$ cat config.mk
export PLATFORM = sky130hd
export DESIGN_NAME = sample_framer_flat
export DESIGN_NICKNAME = d
export VERILOG_FILES = /design/src/rtl/sample_framer_if.sv /design/src/rtl/sample_framer.sv /design/src/flat_wrapper.sv
export SDC_FILE = /design/constraint.sdc
export NUM_CORES = 1
export LEC_CHECK = 0
export CAP_MARGIN = 40
export CORE_MARGIN = 10
export CORE_UTILIZATION = 40
export CTS_CLUSTER_DIAMETER = 200
export DETAILED_ROUTE_END_ITERATION = 7
export PLACE_DENSITY = 0.64
export SLEW_MARGIN = 20
export SYNTH_ARGS = -nofsm -noshare
export SYNTH_HDL_FRONTEND = slang
export SYNTH_SLANG_ARGS = --single-unit
export TNS_END_PERCENT = 30
$ cat constraint.sdc
create_clock -name clk -period 2.5 [get_ports clk]
set_input_delay 0.5 -clock clk [delete_from_list [all_inputs] [get_ports clk]]
set_output_delay 0.5 -clock clk [all_outputs]
set_load 0.005 [all_outputs]
$ cat src/rtl/sample_framer_if.sv
// Byte stream handshake from the framer to a UART transmitter.
// A transfer happens on a clk edge with tx_valid and tx_ready both high.
interface sample_framer_if;
  logic [7:0] tx_data;
  logic       tx_valid;
  logic       tx_ready;

  modport master (
    output tx_data,
    output tx_valid,
    input  tx_ready
  );

  modport slave (
    input  tx_data,
    input  tx_valid,
    output tx_ready
  );
endinterface

$ cat src/rtl/sample_framer.sv
// Snapshots four samples every DIV sample_clk edges and streams CA FE + 8 bytes.
// Define FRAME_CHECKSUM_EN to append an XOR checksum byte to each frame.
module sample_framer #(
  parameter int W   = 16,
  parameter int DIV = 1
) (
  input  logic                clk,
  input  logic                rst_n,
  input  logic                sample_clk,
  input  logic signed [W-1:0] in0,
  input  logic signed [W-1:0] in1,
  input  logic signed [W-1:0] in2,
  input  logic signed [W-1:0] in3,
  sample_framer_if.master     tx,
  output logic                busy,
  output logic [7:0]          drop_cnt
);

  localparam logic [2:0] S_IDLE = 3'd0;
  localparam logic [2:0] S_HDR0 = 3'd1;
  localparam logic [2:0] S_HDR1 = 3'd2;
  localparam logic [2:0] S_DATA = 3'd3;
`ifdef FRAME_CHECKSUM_EN
  localparam logic [2:0] S_CSUM = 3'd4;
`endif

  localparam logic [7:0] DIV_LAST = 8'(DIV - 1);

  logic [2:0]     state_q, state_d;
  logic [2:0]     idx_q, idx_d;
  logic [7:0]     data_q, data_d;
  logic           valid_q, valid_d;
  logic [4*W-1:0] snap_q, snap_d;
  logic [7:0]     drop_q, drop_d;
  logic [7:0]     div_q, div_d;
  logic           sclk_q, sclk_d;

  logic edge_det;
  logic qual;
  logic xfer;
  logic done;
  logic start;

  // Byte 0 is in0[15:8]; 63 - 8*i is {~i, 3'b111}.
  function automatic logic [7:0] byte_sel(
    input logic [63:0] s,
    input logic [2:0]  i
  );
    return s[{~i, 3'b111} -: 8];
  endfunction

`ifdef FRAME_CHECKSUM_EN
  function automatic logic [7:0] csum(input logic [63:0] s);
    return s[63:56] ^ s[55:48] ^ s[47:40] ^ s[39:32]
         ^ s[31:24] ^ s[23:16] ^ s[15:8]  ^ s[7:0];
  endfunction
`endif

  always_comb begin
    state_d  = state_q;
    idx_d    = idx_q;
    data_d   = data_q;
    valid_d  = valid_q;
    snap_d   = snap_q;
    drop_d   = drop_q;
    div_d    = div_q;
    sclk_d   = sample_clk;
    done     = 1'b0;
    start    = 1'b0;
    edge_det = sample_clk & ~sclk_q;
    qual     = edge_det && (div_q == 8'd0);
    xfer     = valid_q & tx.tx_ready;

    if (edge_det) begin
      div_d = (div_q == DIV_LAST) ? 8'd0 : div_q + 8'd1;
    end

    unique case (state_q)
      S_IDLE: ;
      S_HDR0: begin
        if (xfer) begin
          state_d = S_HDR1;
          data_d  = 8'hFE;
        end
      end
      S_HDR1: begin
        if (xfer) begin
          state_d = S_DATA;
          idx_d   = 3'd0;
          data_d  = byte_sel(snap_q, 3'd0);
        end
      end
      S_DATA: begin
        if (xfer) begin
          if (idx_q == 3'd7) begin
`ifdef FRAME_CHECKSUM_EN
            state_d = S_CSUM;
            data_d  = csum(snap_q);
`else
            done = 1'b1;
`endif
          end else begin
            idx_d  = idx_q + 3'd1;
            data_d = byte_sel(snap_q, idx_q + 3'd1);
          end
        end
      end
`ifdef FRAME_CHECKSUM_EN
      S_CSUM: begin
        if (xfer) done = 1'b1;
      end
`endif
      default: begin
        state_d = S_IDLE;
        valid_d = 1'b0;
      end
    endcase

    if (done) begin
      state_d = S_IDLE;
      valid_d = 1'b0;
      data_d  = 8'h00;
    end

    // A qualifying edge on the final transfer chains straight into a new frame.
    start = qual && ((state_q == S_IDLE) || done);

    if (start) begin
      snap_d  = {in0, in1, in2, in3};
      state_d = S_HDR0;
      valid_d = 1'b1;
      data_d  = 8'hCA;
    end

    if (qual && !start && (drop_q != 8'hFF)) begin
      drop_d = drop_q + 8'd1;
    end
  end

  always_ff @(posedge clk or negedge rst_n) begin
    if (!rst_n) begin
      state_q <= S_IDLE;
      idx_q   <= 3'd0;
      data_q  <= 8'h00;
      valid_q <= 1'b0;
      snap_q  <= '0;
      drop_q  <= 8'h00;
      div_q   <= 8'h00;
      sclk_q  <= 1'b1;
    end else begin
      state_q <= state_d;
      idx_q   <= idx_d;
      data_q  <= data_d;
      valid_q <= valid_d;
      snap_q  <= snap_d;
      drop_q  <= drop_d;
      div_q   <= div_d;
      sclk_q  <= sclk_d;
    end
  end

  assign tx.tx_data  = data_q;
  assign tx.tx_valid = valid_q;
  assign busy        = (state_q != S_IDLE);
  assign drop_cnt    = drop_q;

endmodule

$ cat src/flat_wrapper.sv
// flat-port wrapper written by rule: the top's interface ports become plain ports
module sample_framer_flat 
#(
  parameter int W   = 16,
  parameter int DIV = 1
)
  (clk, rst_n, sample_clk, in0, in1, in2, in3, busy, drop_cnt, tx_tx_data, tx_tx_valid, tx_tx_ready);
  sample_framer_if tx_i ();
  input  logic clk;
  input  logic rst_n;
  input  logic sample_clk;
  input  logic signed [W-1:0] in0;
  input  logic signed [W-1:0] in1;
  input  logic signed [W-1:0] in2;
  input  logic signed [W-1:0] in3;
  output logic busy;
  output logic [7:0] drop_cnt;
  output wire logic [$bits(tx_i.tx_data)-1:0] tx_tx_data;
  output wire logic [$bits(tx_i.tx_valid)-1:0] tx_tx_valid;
  input wire logic [$bits(tx_i.tx_ready)-1:0] tx_tx_ready;
  assign tx_tx_data = tx_i.tx_data;
  assign tx_tx_valid = tx_i.tx_valid;
  assign tx_i.tx_ready = tx_tx_ready;
  sample_framer #(.W(W), .DIV(DIV)) u_core (.clk(clk), .rst_n(rst_n), .sample_clk(sample_clk), .in0(in0), .in1(in1), .in2(in2), .in3(in3), .tx(tx_i), .busy(busy), .drop_cnt(drop_cnt));
endmodule
# Yosys cells after proc, flatten, opt, wreduce, memory -nomap -nowiden
# Cells that the tools add are included.
dict set report op_classes {
  n_addsub 3
  mul 0
  n_div 0
  order_cmp 0
  eq_ne 14
  n_shift 1
  n_mux 23
  bitwise_logic 4
  n_reduce_logical 16
}
# op count
set op_table {}
lappend op_table {{71-bit by 7-bit variable part select with 8-bit output} 1}
lappend op_table {{8-bit two-way mux} 7}
lappend op_table {{8-bit one-hot mux with 3 select lines} 1}
lappend op_table {{3-bit two-way mux} 7}
lappend op_table {{8-bit by 1-bit adder with 8-bit output (second input constant)} 2}
lappend op_table {{4-bit by 1-bit inequality test with 1-bit output (second input constant)} 3}
lappend op_table {{3-bit one-hot mux with 3 select lines} 1}
lappend op_table {{8-bit logical NOT} 1}
lappend op_table {{8-bit inequality test (second input constant)} 1}
lappend op_table {{3-bit by 2-bit == test with 1-bit output (second input constant)} 2}
lappend op_table {{1-bit two-way mux} 6}
lappend op_table {{3-bit by 1-bit inequality test with 1-bit output (second input constant)} 2}
lappend op_table {{3-bit one-hot mux with 2 select lines} 1}
lappend op_table {{5-bit AND reduction} 1}
lappend op_table {{5-bit nonzero test} 1}
lappend op_table {{1-bit logical AND} 4}
lappend op_table {{2-bit by 1-bit inequality test with 1-bit output (second input constant)} 2}
lappend op_table {{4-bit by 2-bit inequality test with 1-bit output (second input constant)} 1}
lappend op_table {{4-bit AND reduction} 1}
lappend op_table {{4-bit OR reduction} 1}
lappend op_table {{3-bit by 1-bit adder with 3-bit output (second input constant)} 1}
lappend op_table {{3-bit by 1-bit == test with 1-bit output (second input constant)} 1}
lappend op_table {{3-bit == test (second input constant)} 1}
lappend op_table {{3-bit logical NOT} 1}
lappend op_table {{other kinds (10)} 11}
dict set report word_totals {
  register_bits 96
  latch_bits 0
  mem_bits_rw 0
  mem_bits_ro 0
  in_bits 68
  output_inout_bits 18
  wordCells 69
  mem_count 0
}

# Depth between registers and ports, before layout
# Gate-level depths: netlist (run 1).
dict set report logic_depth {
  ltp_word 9
  depth_mapped 9
  depth_no_buf 6
}

# Worst setup path after synthesis (run 1)
# Ideal clock, no wire load.
dict set report synth_timing {
  path_kind {register -> register}
  start {register u_core.idx_q[0]}
  end {register u_core.data_q[0], in the netlist u_core.tx.tx_data[0]}
  setup_ps 135
  t_arrival_ps 1833
  t_required_ps 2365
  path_slack_ps 533
  path_stages_with_launch 8
  n_path_buf 1
  synth_period_minus_slack_ps 1967
  path_cell_list {dfrtp_1 ha_1 ha_1 clkbuf_1 mux2i_1 o22ai_1 a2111oi_0 o31ai_1}
}
dict set report synth_via {
  elab_chain_len 8
  word_cells_on_any_way 20
  cone_classes {add/sub (1); eq/ne (5); shift (1); mux (8); bitwise (1); reduce/logical (4)}
}
# item line_no
set synth_lines {}
lappend synth_lines {{start, declared} sample_framer.sv:30} ;# logic [2:0] idx_q, idx_d;
lappend synth_lines {{start signal, assigned} sample_framer.sv:152} ;# idx_q <= idx_d;
lappend synth_lines {{3-bit by 1-bit adder with 3-bit output or 3-bit == test (tied branches)} {sample_framer.sv:104, sample_framer.sv:95}}
lappend synth_lines {{3-bit NOT or 1-bit two-way mux (tied branches)} {sample_framer.sv:49, sample_framer.sv:95}}
lappend synth_lines {{71-bit by 7-bit variable part select with 8-bit output or 1-bit two-way mux (tied branches)} {sample_framer.sv:49, sample_framer.sv:94}}
lappend synth_lines {{8-bit two-way mux or 1-bit two-way mux (tied branches)} {sample_framer.sv:95, sample_framer.sv:78}}
lappend synth_lines {{8-bit two-way mux or 1-bit logical OR (tied branches)} {sample_framer.sv:94, sample_framer.sv:126}}
lappend synth_lines {{8-bit one-hot mux with 3 select lines or 1-bit logical AND (tied branches)} {sample_framer.sv:78, sample_framer.sv:126}}
lappend synth_lines {{8-bit two-way mux, or another cell as far along} sample_framer.sv:119} ;# if (done) begin
lappend synth_lines {{8-bit two-way mux or 5-bit AND reduction (tied branches)} --}
lappend synth_lines {{end signal, assigned} sample_framer.sv:153} ;# data_q <= data_d;
lappend synth_lines {{end, declared} sample_framer.sv:31} ;# logic [7:0] data_q, data_d;
# Parallel ways exist; a longest one is shown, timed or not. The select of a mux whose other input is x is not followed.
# A chain may end at the register's enable or synchronous reset.

# Worst setup path in the final report (run 1)
dict set report layout_timing {
  start {register u_core.idx_q[1]}
  end {register u_core.data_q[0], in the netlist u_core.tx.tx_data[0]}
}
# Same word-level chain as after synthesis.

==> results.py, run 1 <==
metrics = {
    "logic_synthesis": {
        "synthesis.nets": 557,
        "synth_top_area_share_pct": 51.2,
        "synth_edf_count": 0,
        "syn_inst": 479,
        "synth_top_area_cell": "dfrtp_1",
        "async_flop_share_pct": 100,
        "synth-adder-area-share_pct": 2.72,
        "synth_area_per_cell_um2": 9.59,
        "ys_seq_area_share_pct": 51.8,
        "ys_warn_count": 0,
        "synth_commonest_cells": "207 x nand2_1, 94 x dfrtp_1, 13 x nor3_1",
        "yosysMostFrequentCell": "nand2_1",
        "synthFlopType": "dfrtp_1",
        "syn_area_um2": 4590,
        "synth_top_family_by_area": "simple AND/OR/NAND/NOR gates",
        "synth-simple-area-share_pct": 23.4,
        "synthTopCellsByArea": "dfrtp_1 51%, nand2_1 17%, mux4_2 5.4%",
        "synthXorXnorAreaFrac_pct": 2.29,
        "yosys-mux-area-fraction_pct": 8.03,
        "synth_seq_cells": 95,
        "synth_compound_area_share_pct": 7.68,
        "synth_cell_types": 50,
    },
    "setup_path": {
        "cp_data_arrival_time_ps": 2450,
        "crit_required_ps": 2710,
        "startpoint_type": "flip-flop",
        "path_class": "reg -> reg",
        "end_kind": "flip-flop",
        "cp_max_fo": 12,
        "reg2reg_setup_slack_ps": 250,
    },
    "grt": {
        "grt_max_degree": 59,
        "antenna_found_initial": 0,
        "track_usage_pct": 14.4,
        "grt_overflow": 0,
        "grt_pass1_vias": 3830,
        "grt_pass1_wl_um": 19100,
    },
    "placed_design": {
        "postPlaceCellArea_um2": 5580,
        "place_congestion": 0.843,
        "dp_slack_ps": 170,
        "port_buffers": 85,
        "hpwl_um": 8350,
    },
    "power": {
        "comb_power_share_pct": 35.6,
        "intPower_uw": 3810,
        "power.net_switching_uw": 1960,
        "p_per_area_nw_per_um2": 982,
        "p_leak_uw": 0.00284,
        "swShare_pct": 34.0,
        "clkPwrFrac_pct": 24.4,
        "power_uw": 5780,
        "vdd_drop_max_uv": 423,
        "sequentialPowerShare_pct": 40.1,
    },
    "cells_and_area": {
        "areaGrowthSynthToFinish_pct": 28.1,
        "stdcell_area_um2": 5890,
        "nFillCells": 1057,
        "fin_nets": 640,
        "antenna_cells": 0,
        "drive_above_1_share_pct": 8.29,
        "seqCellArea_um2": 2380,
        "multiInputGateArea_um2": 2030,
    },
    "cts": {
        "numCtsBuffers": 9,
        "cts_setup_buffers": 0,
        "clockRootBuffer": "clkbuf_16",
        "postCtsResizedCells": 0,
        "clk_pin_slew_ps": 70,
        "holdBufCountCts": 0,
        "clkLatencyLatePin_ps": 340,
        "htree_levels": 3,
        "cts_tree": "done",
        "cts_buffer_depth": 2,
        "cts_sinks": 95,
    },
    "status": {
        "outcome": "completed",
    },
    "die": {
        "die_y_um": 127,
        "die-area_um2": 16200,
        "die_w_um": 127,
        "io_pins": 86,
        "core_um2": 11300,
        "start_util_pct": 40.6,
        "rows": 39,
    },
    "timing": {
        "period_minus_slack_ps": 2250,
        "post-route-period-util_pct": 89.9,
        "worst_pin_slew_ps": 719,
        "slew_headroom_pct": 52.0,
        "setup_viol": 0,
        "setup-tns-final_ps": 0,
        "fin_ws_ps": 253,
        "finalHoldViolations": 0,
        "max_freq_mhz": 445,
        "finalClockSkew_ps": 6.57,
        "rsz0062_at_grt": "false",
        "slew_viol_final": 0,
    },
    "drt": {
        "vias_per_cell": 5.05,
        "first_iter_violations": 252,
        "drc": 0,
        "route.vias.total": 3587,
        "dr.pass1.iters": 4,
        "totalWireLength_um": 11200,
        "wl_per_cell_um": 15.8,
        "antenna_left": 0,
    },
    "hold_path": {
        "hp-class": "in -> async",
    },
    "flow_run": {
        "drv_cap": 0,
    },
}
## placed cells by master, fill, tap and decap left out, types with 4 or more instances in the layout
cell type / Yosys / final
mux4_2: 11 / 11
buf_4: 10 / 14
a22oi_1: 4 / 4
ha_1: 10 / 10
clkdlybuf4s50_1: 0 / 84
clkbuf_16: 0 / 9
nand3_1: 6 / 6
a2111oi_0: 5 / 5
o21ai_0: 7 / 7
xnor2_1: 5 / 5
dfrtp_1: 94 / 94
xor2_1: 7 / 7
nand2_1: 207 / 207
and2_1: 4 / 4
inv_1: 12 / 12
mux2i_1: 11 / 11
nor3_1: 13 / 13
nor2_1: 5 / 5
a221oi_1: 4 / 4
## stage by stage
stage	util [%]	std cells	hold WS, ps
after floorplan	-	479	204
after global placement	49.3	694	454
after detailed placement	49.3	694	458
after CTS	52.0	710	240
after global routing	52.0	710	259
final	52.0	710	212
## sequential cells by signal, summed over array words and instances, names as in the netlist
| register | count |
|---|---|
| u_core.idx_q | 3 |
| u_core.div_q | 8 |
| u_core.drop_cnt | 8 |
| u_core.sclk_q | 1 |
| u_core.tx.tx_valid | 1 |
| u_core.tx.tx_data | 8 |
| u_core.snap_q | 64 |
| u_core.state_q | 2 |
## cell families (layout without fill, tap and decap cells)
logic type      after synthesis  in the layout
compound gates               46             46
xor+xnor                     12             12
fa+ha+maj                    10             10
buf+inv                      38            126
flops                        95             95
mux                          23             23
simple gates                255            255
## worst max-delay path: stages, from the launching register on
cell       delay [ps]
dfrtp_1           400
ha_1              190
ha_1              450
buf_4             270
mux2i_1           200
o22ai_1            80
a2111oi_0         390
o31ai_1           130
## worst paths after layout
kind / start / endpoint / cells after the start
min in group clk: u_core.snap_q[38]$_DFFE_PN0P_ / u_core.snap_q[38]$_DFFE_PN0P_ / 2
max: u_core.idx_q[1]$_DFFE_PN0P_ / u_core.tx.tx_data[0]$_DFFE_PN0P_ / 7
max in group asynchronous: rst_n / u_core.snap_q[50]$_DFFE_PN0P_ / 2
max reg2reg: u_core.idx_q[1]$_DFFE_PN0P_ / u_core.tx.tx_data[0]$_DFFE_PN0P_ / 7
min reg2reg: u_core.snap_q[38]$_DFFE_PN0P_ / u_core.snap_q[38]$_DFFE_PN0P_ / 2
min: rst_n / u_core.drop_cnt[2]$_DFFE_PN0P_ / 1
## per-layer routing
metal | part of all wire, % | vias up | global-route usage [%]
met5 | 0 | - | 0
met4 | 0.79 | 0 | 4.35
met3 | 6.0 | 4 | 3.97
met2 | 49 | 90 | 24.2
met1 | 44 | 1722 | 17.5
li1 | - | 1771 | -
## power by group through the flow
| stage | clock, µW | sequential [µW] | combinational [µW] |
|---|---|---|---|
| 6_report | 1410 | 2310 | 2060 |
| 5_1_grt | 1520 | 2370 | 2300 |
| 4_1_cts | 1460 | 2310 | 2090 |
| 3_5_place_dp | 0 | 2330 | 2070 |
| 3_3_place_gp | 0 | 2320 | 2010 |
| 2_1_floorplan | 0 | 2250 | 1370 |
## final cells by class
class | count | share of cell area [%]
repair buffers | 98 | 16.1
well taps | 143 | 3.04
inverters | 12 | 0.765
flip-flops and latches | 95 | 40.4
multi-input cells | 346 | 34.5
clock inverters | 5 | 1.13
clock buffers | 11 | 4.12
No activity file was read; power rests on OpenSTA's default activity.
==> inputs of run 2 (changes only) <==
- HOLD_SLACK_MARGIN: default -> 0.1
==> results of run 2 <==
No change in the layout: final DEF, timing and power equal those of run 1.
==> inputs of run 3 (changes only) <==
- CORE_MARGIN: 10 -> 2
- CTS_CLUSTER_DIAMETER: 200 -> 100
- TNS_END_PERCENT: 30 -> 5
==> run 3 against run 2 <==
Against the previous run: via count rose by 1.1%; register-to-register slack better by 80 ps; flip-flop and latch count stayed put; global-route usage up 3.4 points; sequential share of layout area up 0.11 points; non-clock buffer count fell by 1; sequential power hardly changed.
==> results.py, run 3 (synthesized netlist as in run 1, its figures left out) <==
metrics = {
    "status": {
        "outcome": "completed",
    },
    "drt": {
        "route.vias.total": 3626,
        "dr.pass1.iters": 5,
        "drc": 0,
        "first_iter_violations": 220,
        "totalWireLength_um": 10500,
        "wl_per_cell_um": 14.8,
        "vias_per_cell": 5.12,
        "antenna_left": 0,
    },
    "die": {
        "core_um2": 11300,
        "rows": 39,
        "start_util_pct": 40.6,
        "die_w_um": 111,
        "die_y_um": 111,
        "io_pins": 86,
        "die-area_um2": 12400,
    },
    "timing": {
        "finalHoldViolations": 0,
        "period_minus_slack_ps": 2180,
        "slew_headroom_pct": 58.6,
        "post-route-period-util_pct": 87.1,
        "finalClockSkew_ps": 9.18,
        "max_freq_mhz": 459,
        "setup_viol": 0,
        "slew_viol_final": 0,
        "rsz0062_at_grt": "false",
        "setup-tns-final_ps": 0,
        "worst_pin_slew_ps": 621,
    },
    "grt": {
        "grt_max_degree": 49,
        "antenna_found_initial": 0,
        "grt_pass1_vias": 3626,
        "track_usage_pct": 17.7,
        "grt_overflow": 0,
        "grt_pass1_wl_um": 17600,
    },
    "setup_path": {
        "end_kind": "output pin",
        "crit_top_cell": "inv_1",
        "startpoint_type": "flip-flop",
        "reg2reg_depth": 6,
        "rr_endpoint": "u_core.tx.tx_data[4]$_DFFE_PN0P_",
        "cp_max_fo": 4,
        "slowest_delay_ps": 490,
        "r2r_start": "u_core.idx_q[1]$_DFFE_PN0P_",
        "crit_required_ps": 2000,
        "reg2reg_setup_slack_ps": 330,
        "path_class": "reg -> out",
        "critPathSlowestCell": "clkdlybuf4s50_1",
        "cp_cell_sequence": "inv_1 > ha_1 > inv_1 > clkdlybuf4s50_1",
        "cp_data_arrival_time_ps": 1680,
    },
    "cts": {
        "clk_pin_slew_ps": 70,
        "cts_tree": "done",
        "holdBufCountCts": 0,
        "postCtsResizedCells": 0,
        "cts_sinks": 95,
        "htree_levels": 3,
        "clkLatencyLatePin_ps": 350,
        "clockRootBuffer": "clkbuf_16",
        "numCtsBuffers": 9,
        "cts_setup_buffers": 0,
        "cts_buffer_depth": 2,
    },
    "cells_and_area": {
        "final_common_cell": "nand2_1",
        "final_cell_mix": "207 x nand2_1, 94 x dfrtp_1, 84 x clkdlybuf4s50_1",
        "fin_nets": 639,
        "largest_reg_flops": 64,
        "drive_above_1_share_pct": 8.14,
        "utilization_pct": 51.9,
        "layout.cells.non_filler": 708,
        "antenna_cells": 0,
        "areaGrowthSynthToFinish_pct": 27.8,
        "top_register": "u_core.snap_q",
    },
    "power": {
        "p_per_area_nw_per_um2": 971,
        "p_leak_uw": 0.00283,
        "vdd_drop_max_uv": 395,
    },
    "placed_design": {
        "place_congestion": 0.871,
        "port_buffers": 85,
        "placed_cells": 693,
        "hpwl_um": 7570,
    },
    "flow_run": {
        "drv_cap": 0,
    },
    "hold_path": {
        "hp-class": "in -> async",
    },
}
run 3: changes by cell type in the layout (fill, tap and decap cells not counted), sizes merged:
cell,delta
inv,+4
clkbuf,-2
buf,-1
clkinvlp,-1
clkinv,-1
bufinv,-1
run 3: how the worst max path moves through the flow:
stage	from	end	slack (ps)	cells past startpoint
4_1_cts	u_core.state_q[0]$_DFFE_PN0P_	busy	300	4
6_report	u_core.state_q[0]$_DFFE_PN0P_	busy	320	4
2_1_floorplan	u_core.idx_q[0]$_DFFE_PN0P_	u_core.tx.tx_data[0]$_DFFE_PN0P_	530	7
3_3_place_gp	tx_tx_ready	u_core.tx.tx_data[6]$_DFFE_PN0P_	210	5
5_1_grt	u_core.idx_q[1]$_DFFE_PN0P_	u_core.tx.tx_data[3]$_DFFE_PN0P_	170	6
3_5_place_dp	tx_tx_ready	u_core.tx.tx_data[6]$_DFFE_PN0P_	160	5
run 3: worst max-delay path, delay by kind of cell (launching register included):
| kind | cells | cell delay [ps] |
|---|---|---|
| buffers and inverters | 3 | 660 |
| flip-flops | 1 | 410 |
| adder cells (fa/ha/maj) | 1 | 260 |
run 3: area by class of cell:
class | instances | area, µm²
Fill cell | 1036 | 5450
Clock buffer | 9 | 225
Sequential cell | 95 | 2380
Tap cell | 143 | 179
Timing Repair Buffer | 97 | 951
Inverter | 12 | 45.0
Clock inverter | 6 | 62.6
Multi-Input combinational cell | 346 | 2030
run 3: layer usage:
metal / share of wire [%] / track usage, %
met1: 45 / 24.1
met2: 47 / 27.9
met3: 4.8 / 4.05
met4: 2.6 / 6.50
met5: 0 / 0
run 3: metrics by stage:
step	power (µW)	setup slack, ps	hold slack, ps	cell area, µm²
finish	5700	323	164	5870
CTS	5770	301	193	5870
global placement	4360	214	455	5580
global route	6090	166	215	5870
detailed placement	4410	156	457	5580
floorplan	3620	533	204	4590
run 3: power by group:
part / leakage (µW) / internal (µW) / total [µW] / switching, µW
registers: 0.00125 / 1980 / 2310 / 329
logic: 0.00144 / 1020 / 2060 / 1040
clock network: 0.000142 / 699 / 1330 / 629
total: 0.00283 / 3710 / 5700 / 2000
